File: config.mk
export PLATFORM = sky130hd
export DESIGN_NAME = datapath_sequencer
export DESIGN_NICKNAME = d
export VERILOG_FILES = /design/src/rtl/datapath_sequencer.sv
export SDC_FILE = /design/constraint.sdc
export NUM_CORES = 1
export LEC_CHECK = 0
export ABC_AREA = 1
export BUFFER_PORTS_ARGS = -buffer_cell sky130_fd_sc_hd__buf_2
export CAP_MARGIN = 40
export CORE_AREA = 3 3 59 61
export CTS_CLUSTER_DIAMETER = 150
export DETAILED_ROUTE_END_ITERATION = 6
export DIE_AREA = 0 0 62 64
export PLACE_DENSITY_LB_ADDON = 0.3
export SLEW_MARGIN = 20
export SYNTH_ARGS = -nofsm -noshare
export SYNTH_HDL_FRONTEND = slang
export SYNTH_SLANG_ARGS = --single-unit
File: constraint.sdc
create_clock -name clk -period 1.4 [get_ports clk]
set_clock_uncertainty 0.1 [all_clocks]
set_input_delay 0.14 -clock clk [delete_from_list [all_inputs] [get_ports clk]]
set_output_delay 0.14 -clock clk [all_outputs]
set_load 0.005 [all_outputs]
File: src/rtl/datapath_sequencer.sv
// Instruction register, decoder and Moore FSM that sequences the 16-bit
// register-file/ALU datapath, executing one instruction per start request.
module datapath_sequencer #(
   parameter int m = 16
) (
   input  logic         clk,
   input  logic         reset_n,
   input  logic [m-1:0] in,
   input  logic         load,
   input  logic         s,
   input  logic         status,
   output logic         w,
   output logic         vsel,
   output logic         asel,
   output logic         bsel,
   output logic         loada,
   output logic         loadb,
   output logic         loadc,
   output logic         loads,
   output logic         write,
   output logic [2:0]   readnum,
   output logic [2:0]   writenum,
   output logic [1:0]   ALUop,
   output logic [1:0]   shift,
   output logic [m-1:0] datapath_in,
   output logic [m-1:0] sximm5
);

   typedef enum logic [2:0] {
      S_WAIT,
      S_DECODE,
      S_WRITE_IMM,
      S_GET_A,
      S_GET_B,
      S_EXEC,
      S_WRITE_REG
   } state_t;

   state_t       r_state;
   state_t       w_next_state;
   logic [m-1:0] r_ir;

   logic [2:0] w_opcode;
   logic [1:0] w_op;
   logic [2:0] w_rn;
   logic [2:0] w_rd;
   logic [1:0] w_sh;
   logic [2:0] w_rm;
   logic       w_mov_imm;
   logic       w_mov_reg;
   logic       w_alu_grp;
   logic       w_cmp;
   logic       w_mvn;
   logic       w_b_only;
   logic       w_unused_status;

   assign w_opcode = r_ir[15:13];
   assign w_op     = r_ir[12:11];
   assign w_rn     = r_ir[10:8];
   assign w_rd     = r_ir[7:5];
   assign w_sh     = r_ir[4:3];
   assign w_rm     = r_ir[2:0];

   assign w_mov_imm = (w_opcode == 3'b110) && (w_op == 2'b10);
   assign w_mov_reg = (w_opcode == 3'b110) && (w_op == 2'b00);
   assign w_alu_grp = (w_opcode == 3'b101);
   assign w_cmp     = w_alu_grp && (w_op == 2'b01);
   assign w_mvn     = w_alu_grp && (w_op == 2'b11);
   // MOV reg and MVN only need the B operand; A is forced to zero in EXEC.
   assign w_b_only  = w_mov_reg || w_mvn;

   // The zero flag is observed by the datapath user only; no branches exist.
   assign w_unused_status = status;

   assign datapath_in = {{(m-8){r_ir[7]}}, r_ir[7:0]};
   assign sximm5      = {{(m-5){r_ir[4]}}, r_ir[4:0]};

   always_ff @(posedge clk or negedge reset_n) begin
      if (!reset_n) begin
         r_state <= S_WAIT;
         r_ir    <= '0;
      end else begin
         r_state <= w_next_state;
         if ((r_state == S_WAIT) && load)
            r_ir <= in;
      end
   end

   always_comb begin
      w_next_state = r_state;
      w        = 1'b0;
      vsel     = 1'b0;
      asel     = 1'b0;
      bsel     = 1'b0;
      loada    = 1'b0;
      loadb    = 1'b0;
      loadc    = 1'b0;
      loads    = 1'b0;
      write    = 1'b0;
      readnum  = 3'd0;
      writenum = 3'd0;
      ALUop    = 2'b00;
      shift    = 2'b00;
      case (r_state)
         S_WAIT: begin
            w = 1'b1;
            if (s)
               w_next_state = S_DECODE;
         end
         S_DECODE: begin
            if (w_mov_imm)
               w_next_state = S_WRITE_IMM;
            else if (w_b_only)
               w_next_state = S_GET_B;
            else if (w_alu_grp)
               w_next_state = S_GET_A;
            else
               w_next_state = S_WAIT;
         end
         S_WRITE_IMM: begin
            write        = 1'b1;
            writenum     = w_rn;
            w_next_state = S_WAIT;
         end
         S_GET_A: begin
            loada        = 1'b1;
            readnum      = w_rn;
            w_next_state = S_GET_B;
         end
         S_GET_B: begin
            loadb        = 1'b1;
            readnum      = w_rm;
            shift        = w_sh;
            w_next_state = S_EXEC;
         end
         S_EXEC: begin
            shift = w_sh;
            asel  = w_b_only;
            ALUop = w_alu_grp ? w_op : 2'b00;
            // CMP only updates the status flag, never the result register.
            if (w_cmp) begin
               loads        = 1'b1;
               w_next_state = S_WAIT;
            end else begin
               loadc        = 1'b1;
               w_next_state = S_WRITE_REG;
            end
         end
         S_WRITE_REG: begin
            write        = 1'b1;
            vsel         = 1'b1;
            writenum     = w_rd;
            w_next_state = S_WAIT;
         end
         default: w_next_state = S_WAIT;
      endcase
   end

endmodule

* Yosys cells after proc, flatten, opt, wreduce, memory -nomap -nowiden *
Cells that the tools add are included.

operators by class
  equality and inequality tests = 12
  muxes and demuxes = 21
  reductions and logical operators = 10

operators by type and width
  operator                                        count
  == test 3 bit (second input constant)           5
  case mux 3 bit (5 select lines)                 1
  two-way mux 3 bit                               4
  case mux 3 bit (2 select lines)                 2
  two-way mux 1 bit                               10
  two-way mux 2 bit                               4
  == test 3 x 2 -> 1 bit (second input constant)  2
  logical AND 1 bit                               5
  == test 2 bit (second input constant)           2
  OR reduction 2 bit                              2
  == test 3 x 1 -> 1 bit (second input constant)  1
  zero test 3 bit                                 1
  == test 2 x 1 -> 1 bit (second input constant)  1
  zero test 2 bit                                 1
  inequality test 2 bit (second input constant)   1
  logical OR 1 bit                                1

storage, ports and cells
  bits in registers = 19

* Logic depth before layout (Yosys ltp) *
Gate-level depths: netlist of run 1.

  word-level depth = 6
  depth in mapped cells = 7
  depth with buffers taken out = 7

* Worst setup path after synthesis of run 1 *
OpenSTA, ideal clock, no wires.

  path type = register to register
  from = register r_state[1]
  to = register r_ir[13]
  library setup time = 0.117 ns
  data arrival time = 0.998 ns
  path slack = 0.185 ns
  cell stages (with the launch flop) = 8
  path buffers = 1
  cells stage by stage = dfrtp_1 -> nor2_4 -> nand2_4 -> inv_8 -> nand2_8 -> buf_12 -> nand2_1 -> nand2_1

between the ends
  longest elaborated chain between the ends = 2

ends and longest elaborated chain
  what                    RTL line  RTL
  start, declared         39        state_t r_state;
  start signal, assigned  83        r_state <= w_next_state;
  zero test 3 bit         84        if ((r_state == S_WAIT) && load)
  logical AND 1 bit       84
  end signal, assigned    85        r_ir <= in;
  end, declared           41        logic [m-1:0] r_ir;

Every way passes these cells.
A chain may end at the register's enable or synchronous reset.

* Worst setup path after layout of run 1 *
  from = register r_state[2]
  to = output port readnum[1]

between the ends
  longest elaborated chain between the ends = 2
  elaborated cells on any way between the ends = 3
  those cells by class = eq/ne: 2; mux: 1

ends and longest elaborated chain
  what                                                     RTL line  RTL
  == test 3 bit or == test 3 x 2 -> 1 bit (tied branches)  104       case (r_state)
  case mux 3 bit (2 select lines) *                        104
  end, declared                                            21        output logic [2:0] readnum,

Mark *: on every way between the ends. The rest lies on a longest branch, timed or not.

==> metrics.txt, run 1 <==
Ys Warns=0; row count=20; Crit Path Class=reg -> out; CP required=1160 ps; Synth area leaders=dfrtp_1 (36%), buf_4 (19%), nand2_1 (15%); Hold WS=roughly 210 ps; Non-Filler Instances=298; gpl congestion=approximately 0.79; root buffer cell=clkbuf_4; Max Slew Vio Count=0; Design Area, Final=between 2000 and 2500 um2; VDD IR max=971.1 uV; dominant synthesized flop cell=dfrtp_1; Antenna diodes=0; Final Worst Setup Slack=-213.5 ps; fin nets=roughly 280; number of global-route vias before repair=~1,200; Avg WL per Cell=12.39 um; most area-hungry cell type in the Yosys netlist=dfrtp_1; via count=about 1,300; DIE WIDTH=between 60 and 70 um; clk_lat worst skew=~300 ps; P_leak=1.113 nW; Post-Syn Nets=199; Core Area=roughly 3000 um2; buffer depth of the longest clock path=2; Internal Power=around 2.2 mW; final hold viol count=0; PwrDens=between 2000 and 2500 nW/um2; DR DRC count=0; largest net degree at the start of global routing=20; critical path peak fanout=4; Hold Crit Class=in -> async; combinational fraction of design power=0.639; failing checks=negative setup slack; Mean Syn Cell Area=7.472 um2; Post-Place Cells=about 260; NetSw=1.879 mW; die area=just under 4000 um2; Syn-to-layout area delta=50.71%; gr ovfl total=0; FMAX=around 620 MHz; met1 Use GR=0.2294; most frequent cells after synthesis=nand2_1 (52), buf_4 (33), dfrtp_1 (19); total power=4.128 mW; Crit. End Element=output pin; CTS Buf Count=3; asr flop ratio synth=1.000; Port Buffers=~70; GR Util met2=0.3005; critical path startpoint category=register; Vias/cell=approximately 4.5; synthesized instance count=178; RSZ-0062 raised after global routing=true; max-cap check violation count=0; switching share of total power=0.4551; outcome=finished, violations left; CTS sink cnt=19; fin crit period=1614 ps; Post-synth EDFFs=0; top-count cell post-synth=nand2_1; pre-CTS setup slack=39.36 ps; antenna violations before repair=0; Synth top area share=0.3575; Total Routed Length=between 3000 and 4000 um; register area share after synthesis=0.3575; antenna viol nets, final=0; busiest grt layer=met2; TritonCTS clock tree=yes; Period Utilization, post-route=1.153; clock-pin slew on the worst setup and hold paths=around 110 ps; post-synth cell types=22; Max H-tree Level=1; synthesized flop and latch total=19; first-pass GRT wire length=5375 um; layout cells sized above 1=0.5709; Ports=72; DRT Pass-1 Iters=4; crit path DAT=1370 ps; M3 GR Usage=0.02828; endpoints failing setup=34; Post-Place Cell Area=~1500 um2; Starting Density=0.4393; Seq pwr share=0.292; Mapped Area=roughly 1300 um2; initial DRC count=37; Clk pwr share=0.069; GR Util All Layers=0.1771; HPWL after detailed placement=roughly 2200 um; die span in y=roughly 64 um
[power groups by stage]
stage | Combinational [mW] | Sequential (mW) | Clock (mW)
4_1_cts | 2.03 | 1.15 | 0.295
3_3_place_gp | 1.65 | 1.13 | 0
6_report | 2.64 | 1.21 | 0.284
3_5_place_dp | 1.68 | 1.15 | 0
2_1_floorplan | 1.61 | 1.09 | 0
5_1_grt | 2.92 | 1.26 | 0.320
[final timing paths]
path,startpoint,to,slack (ps),cells past startpoint
min reg2reg,r_ir[8],r_ir[8],400,2
max,r_state[2],readnum[1],-210,5
min in group clk,load,r_ir[1],210,3
min,reset_n,r_ir[10],210,2
max in group asynchronous,reset_n,r_state[1],660,2
max reg2reg,r_state[0],r_ir[4],-80,8
[repair_timing]
action	4_1_cts	5_1_grt
endpoints found under the hold margin	36	0
endpoints found under the setup margin	17	34
setup buffers	7	11
pin swaps	3	9
gates cloned	0	2
resized for setup	22	33
hold buffers	18	0
[state kept, by name, indices dropped and copies added (netlist names)]
register / flops
r_ir: 16
r_state: 3
[layout make-up]
type / instances / area, um2
Clock buffer: 3 / 22.52
Sequential cell: 19 / 480.5
Multi-Input combinational cell: 105 / 616.8
Inverter: 18 / 77.57
Tap cell: 44 / 55.05
Fill cell: 259 / 1023
Clock inverter: 1 / 5.005
Timing Repair Buffer: 108 / 747.0
[routing by layer]
metal | wire [um] | share of wire | vias to the layer above
li1 | - | - | 669
met1 | 1543 | 0.42 | 620
met2 | 1907 | 0.52 | 54
met3 | 218 | 0.059 | 4
met4 | 23 | 0.0062 | 0
met5 | 0 | 0 | -
[worst max-delay path, cell delays in order, from the launching register on]
cell	delay, ps
dfrtp_2	460
inv_2	90
nor3_4	200
nand2_1	80
o21ai_1	90
buf_2	140
[cell usage in the layout, fill, tap and decap left out]
cell type | netlist | routed
a21oi_2 | 0 | 1
buf_12 | 1 | 1
buf_2 | 0 | 66
buf_4 | 33 | 15
buf_6 | 2 | 7
clkbuf_16 | 0 | 1
clkbuf_4 | 0 | 3
clkinv_2 | 0 | 1
conb_1 | 1 | 1
dfrtp_1 | 19 | 15
dfrtp_2 | 0 | 4
dlygate4sd3_1 | 0 | 18
inv_1 | 12 | 10
inv_2 | 5 | 6
inv_4 | 0 | 1
inv_8 | 1 | 1
nand2_1 | 52 | 33
nand2_2 | 4 | 21
nand2_4 | 1 | 3
nand2_8 | 1 | 2
nand3_1 | 18 | 18
nand4_1 | 1 | 1
nor2_1 | 13 | 10
nor2_2 | 2 | 1
nor2_4 | 2 | 6
nor3_2 | 1 | 1
nor3_4 | 0 | 1
o21ai_1 | 0 | 3
o21ai_2 | 0 | 3
[logic make-up (layout without fill, tap and decap cells)]
logic type / after synthesis / in the layout / synth area share
and+or+nand+nor: 96 / 97 / 0.3358
buffers and inverters: 55 / 130 / 0.2775
AOI/OAI and AO/OA: 7 / 7 / 0.02634
other: 1 / 1 / 0.002819
DFF: 19 / 19 / 0.3575
[metrics by stage]
step	util	TNS, ps
global route	0.6620	-6156
finish	0.6620	-3694
detailed placement	0.4793	0
CTS	0.5864	-3729
floorplan	-	0
global placement	0.4793	0
Power figures use the tool's default switching activity.
==> run 2: changes to the inputs <==
ABC_AREA = not set   (was 1)
==> run 2 against run 1 <==
Effect of this change: the run ends with negative hold slack, negative setup slack left; routed wire length rose by 2.8%; die area did not move; count of clock-buffer cells in the layout did not move; maximum frequency fell by 5.3%; first-iteration DRC count fell by 19%; synthesized cell count fell by 30%; clock power barely moved; power rose by 13%; hold slack got worse by 210 ps; sequential cell count did not move; critical path depth rose by 2; combinational power rose by 22%; critical endpoint is now vsel; largest cell class unchanged; highest routed layer unchanged.
==> metrics.txt, run 2 <==
critical path startpoint category=register; CP Cell Sequence=buf_6 -> buf_4 -> buf_6 -> nand2_4 -> inv_2 -> and2_4 -> buf_6; row count=20 (unchanged); clock-pin slew on the worst setup and hold paths=120 ps (about the same); DIE WIDTH=62 um (unchanged); antenna violations before repair=0 (unchanged); Ports=72 (unchanged); Avg WL per Cell=14.60 um (+18%); Total Routed Length=3795 um (+2.8%); clk_lat worst skew=290 ps (about the same); asr flop ratio synth=1.000 (unchanged); initial DRC count=30 (-19%); Crit path top cell by count=buf_6; reg2reg start=r_state[1]; GR Util All Layers=0.1727 (-0.004338); Synth area leaders=dfrtp_1 (37%), buf_4 (20%), mux2_4 (10%); FMAX=586.7 MHz (-5.3%); Largest register FFs=16 (unchanged); final setup TNS=-7840 ps (-4146 ps); Design Area, Final=2108 um2 (+5.2%); Max H-tree Level=1 (unchanged); Core Area=3028 um2 (unchanged); Crit. End Element=output pin; Worst path top cell family by delay=buffers and inverters; Mapped Area=1300 um2 (-2.3%); Fillers=212 (-18%); TritonCTS clock tree=yes; failing checks=negative hold slack, negative setup slack; gr ovfl total=0 (unchanged); largest net degree at the start of global routing=20 (unchanged); critical path peak fanout=4 (unchanged); max-cap check violation count=0 (unchanged); DRT Pass-1 Iters=4 (unchanged); CP required=1160 ps (about the same); Final Worst Setup Slack=-304.4 ps (-90.94 ps); most common cell after layout, fill and taps aside=buf_2; fin crit period=1704 ps (+90.94 ps); die span in y=64 um (unchanged); Synth top area share=0.3657 (+0.008257); biggest regs=r_ir (16), r_state (3); via count=1,206 (-10%); number of global-route vias before repair=1,093 (-7.7%); Post-Syn Nets=146 (-27%); layout cells sized above 1=0.6713 (+0.1004); register area share after synthesis=0.3657 (+0.008257); root buffer cell=clkbuf_4; outcome=finished, violations left; dominant synthesized flop cell=dfrtp_1; antenna viol nets, final=0 (unchanged); most flop-heavy register=r_ir; post-synth cell types=30 (+36%); reg2reg path depth=5 (-3); worst hold path depth=3; final hold viol count=1 (+1); most frequent cells after synthesis=buf_4 (34), dfrtp_1 (19), mux2_4 (9); Port Buffers=69 (unchanged); HPWL after detailed placement=2186 um (-2.5%); most frequent cells in the layout=buf_2 (64), buf_4 (21), buf_6 (20), dlygate4sd3_1 (17), dfrtp_1 (17); reg2reg end=r_ir[10]; Crit Path Class=reg -> out; first-pass GRT wire length=5154 um (-4.1%); synthesized flop and latch total=19 (unchanged); Antenna diodes=0 (unchanged); Period Utilization, post-route=1.217 (+0.06495); Mean Syn Cell Area=10.40 um2 (+39%); Hold WS=-1.742 ps (-211.0 ps); gpl congestion=0.7732 (-1.5%); CP max-delay cell=dfrtp_2; Post-synth EDFFs=0 (unchanged); most area-hungry cell type in the Yosys netlist=dfrtp_1; crit path DAT=1460 ps (+90 ps); top-count cell post-synth=buf_4; endpoints failing setup=35 (+2.9%); Max Slew Vio Count=0 (unchanged); RSZ-0062 raised after global routing=true; Vias/cell=4.638 (+2.6%); Starting Density=0.4293 (-0.009917); CTS sink cnt=19 (unchanged); PwrDens=2221 nW/um2 (+7.8%); Ys Warns=0 (unchanged); CTS Buf Count=3 (unchanged); Buf+Inv Stages, Crit Path=5 (+3); synthesized instance count=125 (-30%); fin nets=238 (-14%); hold endpoint=r_ir[15]; Hold Crit Class=in -> reg; DR DRC count=0 (unchanged); VDD IR max=1085 uV (+12%); buffer depth of the longest clock path=2 (unchanged); pre-CTS setup slack=-143.5 ps (-182.9 ps); P_leak=1.077 nW (-3.3%); die area=3968 um2 (unchanged); Syn-to-layout area delta=62.17%; crit-path max cell delay=440 ps (-20 ps); Post-Place Cell Area=1539 um2 (+6.0%); HP Start=load; FF-to-FF setup slack=-260 ps (-180 ps)
==> run 2: changes by cell type in the layout (fill, tap and decap cells not counted), moves of 5 or more <==
cell,previous run,this run
nand2_1,33,3
nand2_2,21,0
nand3_1,18,1
buf_6,7,20
mux2_4,0,13
inv_1,10,1
buf_4,15,21
inv_2,6,1
nor2_4,6,1
==> run 2: what timing repair did <==
action,4_1_cts,5_1_grt
hold endpoints to repair,35,0
setup endpoints to repair,35,36
cloned,0,1
pin swaps,9,8
buffers inserted,14,7
hold buffers,17,0
resized for setup,28,22
==> run 2: worst max path at each step <==
stage / slack [ps] / to / cells after the start / from
2_1_floorplan: -170 / r_ir[0] / 5 / r_state[0]
3_3_place_gp: -100 / r_ir[2] / 3 / r_state[0]
3_5_place_dp: -140 / r_ir[2] / 3 / r_state[2]
4_1_cts: -280 / readnum[2] / 6 / r_state[1]
5_1_grt: -360 / loads / 5 / r_state[1]
6_report: -300 / vsel / 7 / r_state[1]
==> run 2: power breakdown <==
part	switching, mW	internal, mW
registers	0.344	0.830
clock network	0.179	0.106
logic	1.24	1.98
total	1.77	2.92
==> run 2: kinds of logic after synthesis <==
group,Yosys count,share of synthesized area
AOI/OAI and AO/OA,13,0.06642
buffers and inverters,41,0.2348
DFF,19,0.3657
muxes,18,0.1790
other,1,0.002885
and+or+nand+nor,33,0.1511
==> run 2: per-stage QoR <==
stage | instances | utilization | power [mW]
2_1_floorplan | 125 | - | 2.910
3_3_place_gp | 218 | 0.5083 | 3.198
3_5_place_dp | 218 | 0.5083 | 3.255
4_1_cts | 253 | 0.6430 | 4.159
5_1_grt | 260 | 0.6963 | 5.001
6_report | 260 | 0.6963 | 4.682
==> run 2: per-layer routing <==
layer,wire length [um],part of all wire,vias to the layer above,global-route usage
met3,264,0.070,4,0.02626
met2,2097,0.55,61,0.3135
met1,1397,0.37,567,0.2043
li1,-,-,574,-
met4,34,0.0090,0,0.03979
met5,0,0,-,0
==> run 2: layout make-up <==
class	count	area (um2)	area share
well taps	44	55.05	0.02611
flip-flops and latches	19	478.0	0.2267
clock buffers	3	22.52	0.01068
repair buffers	124	918.4	0.4356
multi-input cells	65	609.3	0.2890
inverters	4	20.02	0.009496
clock inverters	1	5.005	0.002374
==> run 2: worst register-to-register path, cell delays in order, from the launching register on <==
cell       delay (ps)
dfrtp_2           440
buf_4             150
nor3_4            180
and2_4            230
clkbuf_16         160
mux2_4            300
==> run 3: changes to the inputs <==
RECOVER_POWER = 50   (was not set)
==> run 3 against run 2 <==
Effect of this change: first-iteration DRC count grew 6.7%; critical path type unchanged; combinational power about the same; largest cell class unchanged; routed wire length is the same; count of clock-buffer cells in the layout stayed put; maximum frequency about the same; utilization shrank 0.12 points; the flow still finishes with violations (negative hold slack, negative setup slack).
==> metrics.txt, run 3 (synthesis results as in run 2) <==
CTS Buf Count=3 (unchanged); worst hold path depth=3 (unchanged); Crit Path Class=reg -> out; number of global-route vias before repair=1,093 (unchanged); antenna viol nets, final=0 (unchanged); antenna violations before repair=0 (unchanged); gr ovfl total=0 (unchanged); Crit. End Element=output pin; Hold Crit Class=in -> reg; die area=3968 um2 (unchanged); Ports=72 (unchanged); RSZ-0062 raised after global routing=true; outcome=finished, violations left; first-pass GRT wire length=5154 um (unchanged); VDD IR max=1086 uV (+0.14%); CTS sink cnt=19 (unchanged); clock-pin slew on the worst setup and hold paths=120 ps (about the same); DIE WIDTH=62 um (unchanged); most frequent cells in the layout=buf_2 (60), buf_4 (21), buf_6 (20), dlygate4sd3_1 (17), dfrtp_1 (17); Post-Place Cell Area=1539 um2 (unchanged); biggest regs=r_ir (16), r_state (3); critical path startpoint category=register; DRT Pass-1 Iters=4 (unchanged); max-cap check violation count=0 (unchanged); layout cells sized above 1=0.6574 (-0.01389); clk_lat worst skew=300 ps (about the same); buffer depth of the longest clock path=2 (unchanged); Vias/cell=4.638 (unchanged); critical path peak fanout=4 (unchanged); register area=478.0 um2 (unchanged); root buffer cell=clkbuf_4; PwrDens=2220 nW/um2 (about the same); fin nets=238 (unchanged); Syn-to-layout area delta=61.89%; gpl congestion=0.7732 (unchanged); DR DRC count=0 (unchanged); Antenna diodes=0 (unchanged); Avg WL per Cell=14.60 um (unchanged); Design Area, Final=2105 um2 (-0.18%); pre-CTS setup slack=-143.5 ps (unchanged); crit path DAT=1470 ps (about the same); CP required=1160 ps (about the same); GR Util All Layers=0.1727 (unchanged); row count=20 (unchanged); Starting Density=0.4293 (unchanged); final setup TNS=-7882 ps (-41.48 ps); Fillers=212 (unchanged); largest net degree at the start of global routing=20 (unchanged); fin crit period=1706 ps (+1.538 ps); final hold viol count=1 (unchanged); Port Buffers=69 (unchanged); most common cell after layout, fill and taps aside=buf_2; endpoints failing setup=35 (unchanged); failing checks=negative hold slack, negative setup slack; Multi-input gate area=609.3 um2 (unchanged); initial DRC count=32 (+6.7%); Largest register FFs=16 (unchanged); Period Utilization, post-route=1.219 (about the same); reg2reg path depth=5 (unchanged); TritonCTS clock tree=yes; Max Slew Vio Count=0 (unchanged); most flop-heavy register=r_ir; via count=1,206 (unchanged); FMAX=586.2 MHz (about the same); Final Worst Setup Slack=-306.0 ps (-1.538 ps); Total Routed Length=3795 um (unchanged); Hold WS=-1.781 ps (-0.03874 ps); HPWL after detailed placement=2186 um (unchanged); Core Area=3028 um2 (unchanged); Max H-tree Level=1 (unchanged); P_leak=1.068 nW (-0.76%); total power=4.673 mW (-0.20%); die span in y=64 um (unchanged)
run 3: cell types whose count changed in the layout (fill, tap and decap cells not counted), sizes merged:
| cell | before | now |
|---|---|---|
| buf | 106 | 102 |
| clkbuf | 4 | 8 |
run 3: metrics by stage:
step / cells / util
global route: 260 / 0.6950
floorplan: 125 / -
detailed placement: 218 / 0.5083
global placement: 218 / 0.5083
CTS: 253 / 0.6430
finish: 260 / 0.6950
run 3: routing by layer:
layer / GRT usage / part of all wire / vias to the layer above
met1: 0.2043 / 0.36 / 560
li1: - / - / 574
met4: 0.03979 / 0.0090 / 0
met2: 0.3135 / 0.55 / 68
met3: 0.02626 / 0.073 / 4
met5: 0 / 0 / -
run 3: power breakdown:
group          leakage, nW  internal, mW  total (mW)  switching [mW]
Combinational        0.826          1.97        3.21            1.24
Sequential           0.224         0.830        1.17           0.344
Clock               0.0177         0.106       0.287           0.180
Total                 1.07          2.91        4.67            1.77
run 3: worst max-delay path, cell delays in order (launching register included):
cell and delay, ps:
dfrtp_2 440, buf_6 140, buf_4 130, buf_6 110, nand2_4 70, inv_2 50, and2_4 130, buf_6 110
run 3: worst paths after layout:
| kind | start | to | slack, ps |
|---|---|---|---|
| min in group asynchronous | reset_n | r_ir[6] | 210 |
| worst max-delay path | r_state[1] | vsel | -310 |
| worst min register to register | r_ir[3] | r_ir[3] | 470 |
| worst max register to register | r_state[1] | r_ir[10] | -260 |
| worst min-delay path | load | r_ir[15] | -2 |
| max in group asynchronous | reset_n | r_state[2] | 640 |
run 3: cell type report:
type / instances / share of cell area
Sequential cell: 19 / 0.2271
Clock inverter: 1 / 0.002378
Clock buffer: 3 / 0.01070
Inverter: 4 / 0.009512
Multi-Input combinational cell: 65 / 0.2895
Tap cell: 44 / 0.02616
Timing Repair Buffer: 124 / 0.4346
run 3: repair_timing:
action,4_1_cts,5_1_grt
hold buffers,17,0
buffers inserted,14,7
cloned,0,1
hold endpoints to repair,35,0
pin swaps,9,8
setup endpoints to repair,35,36
gates resized for setup,28,22
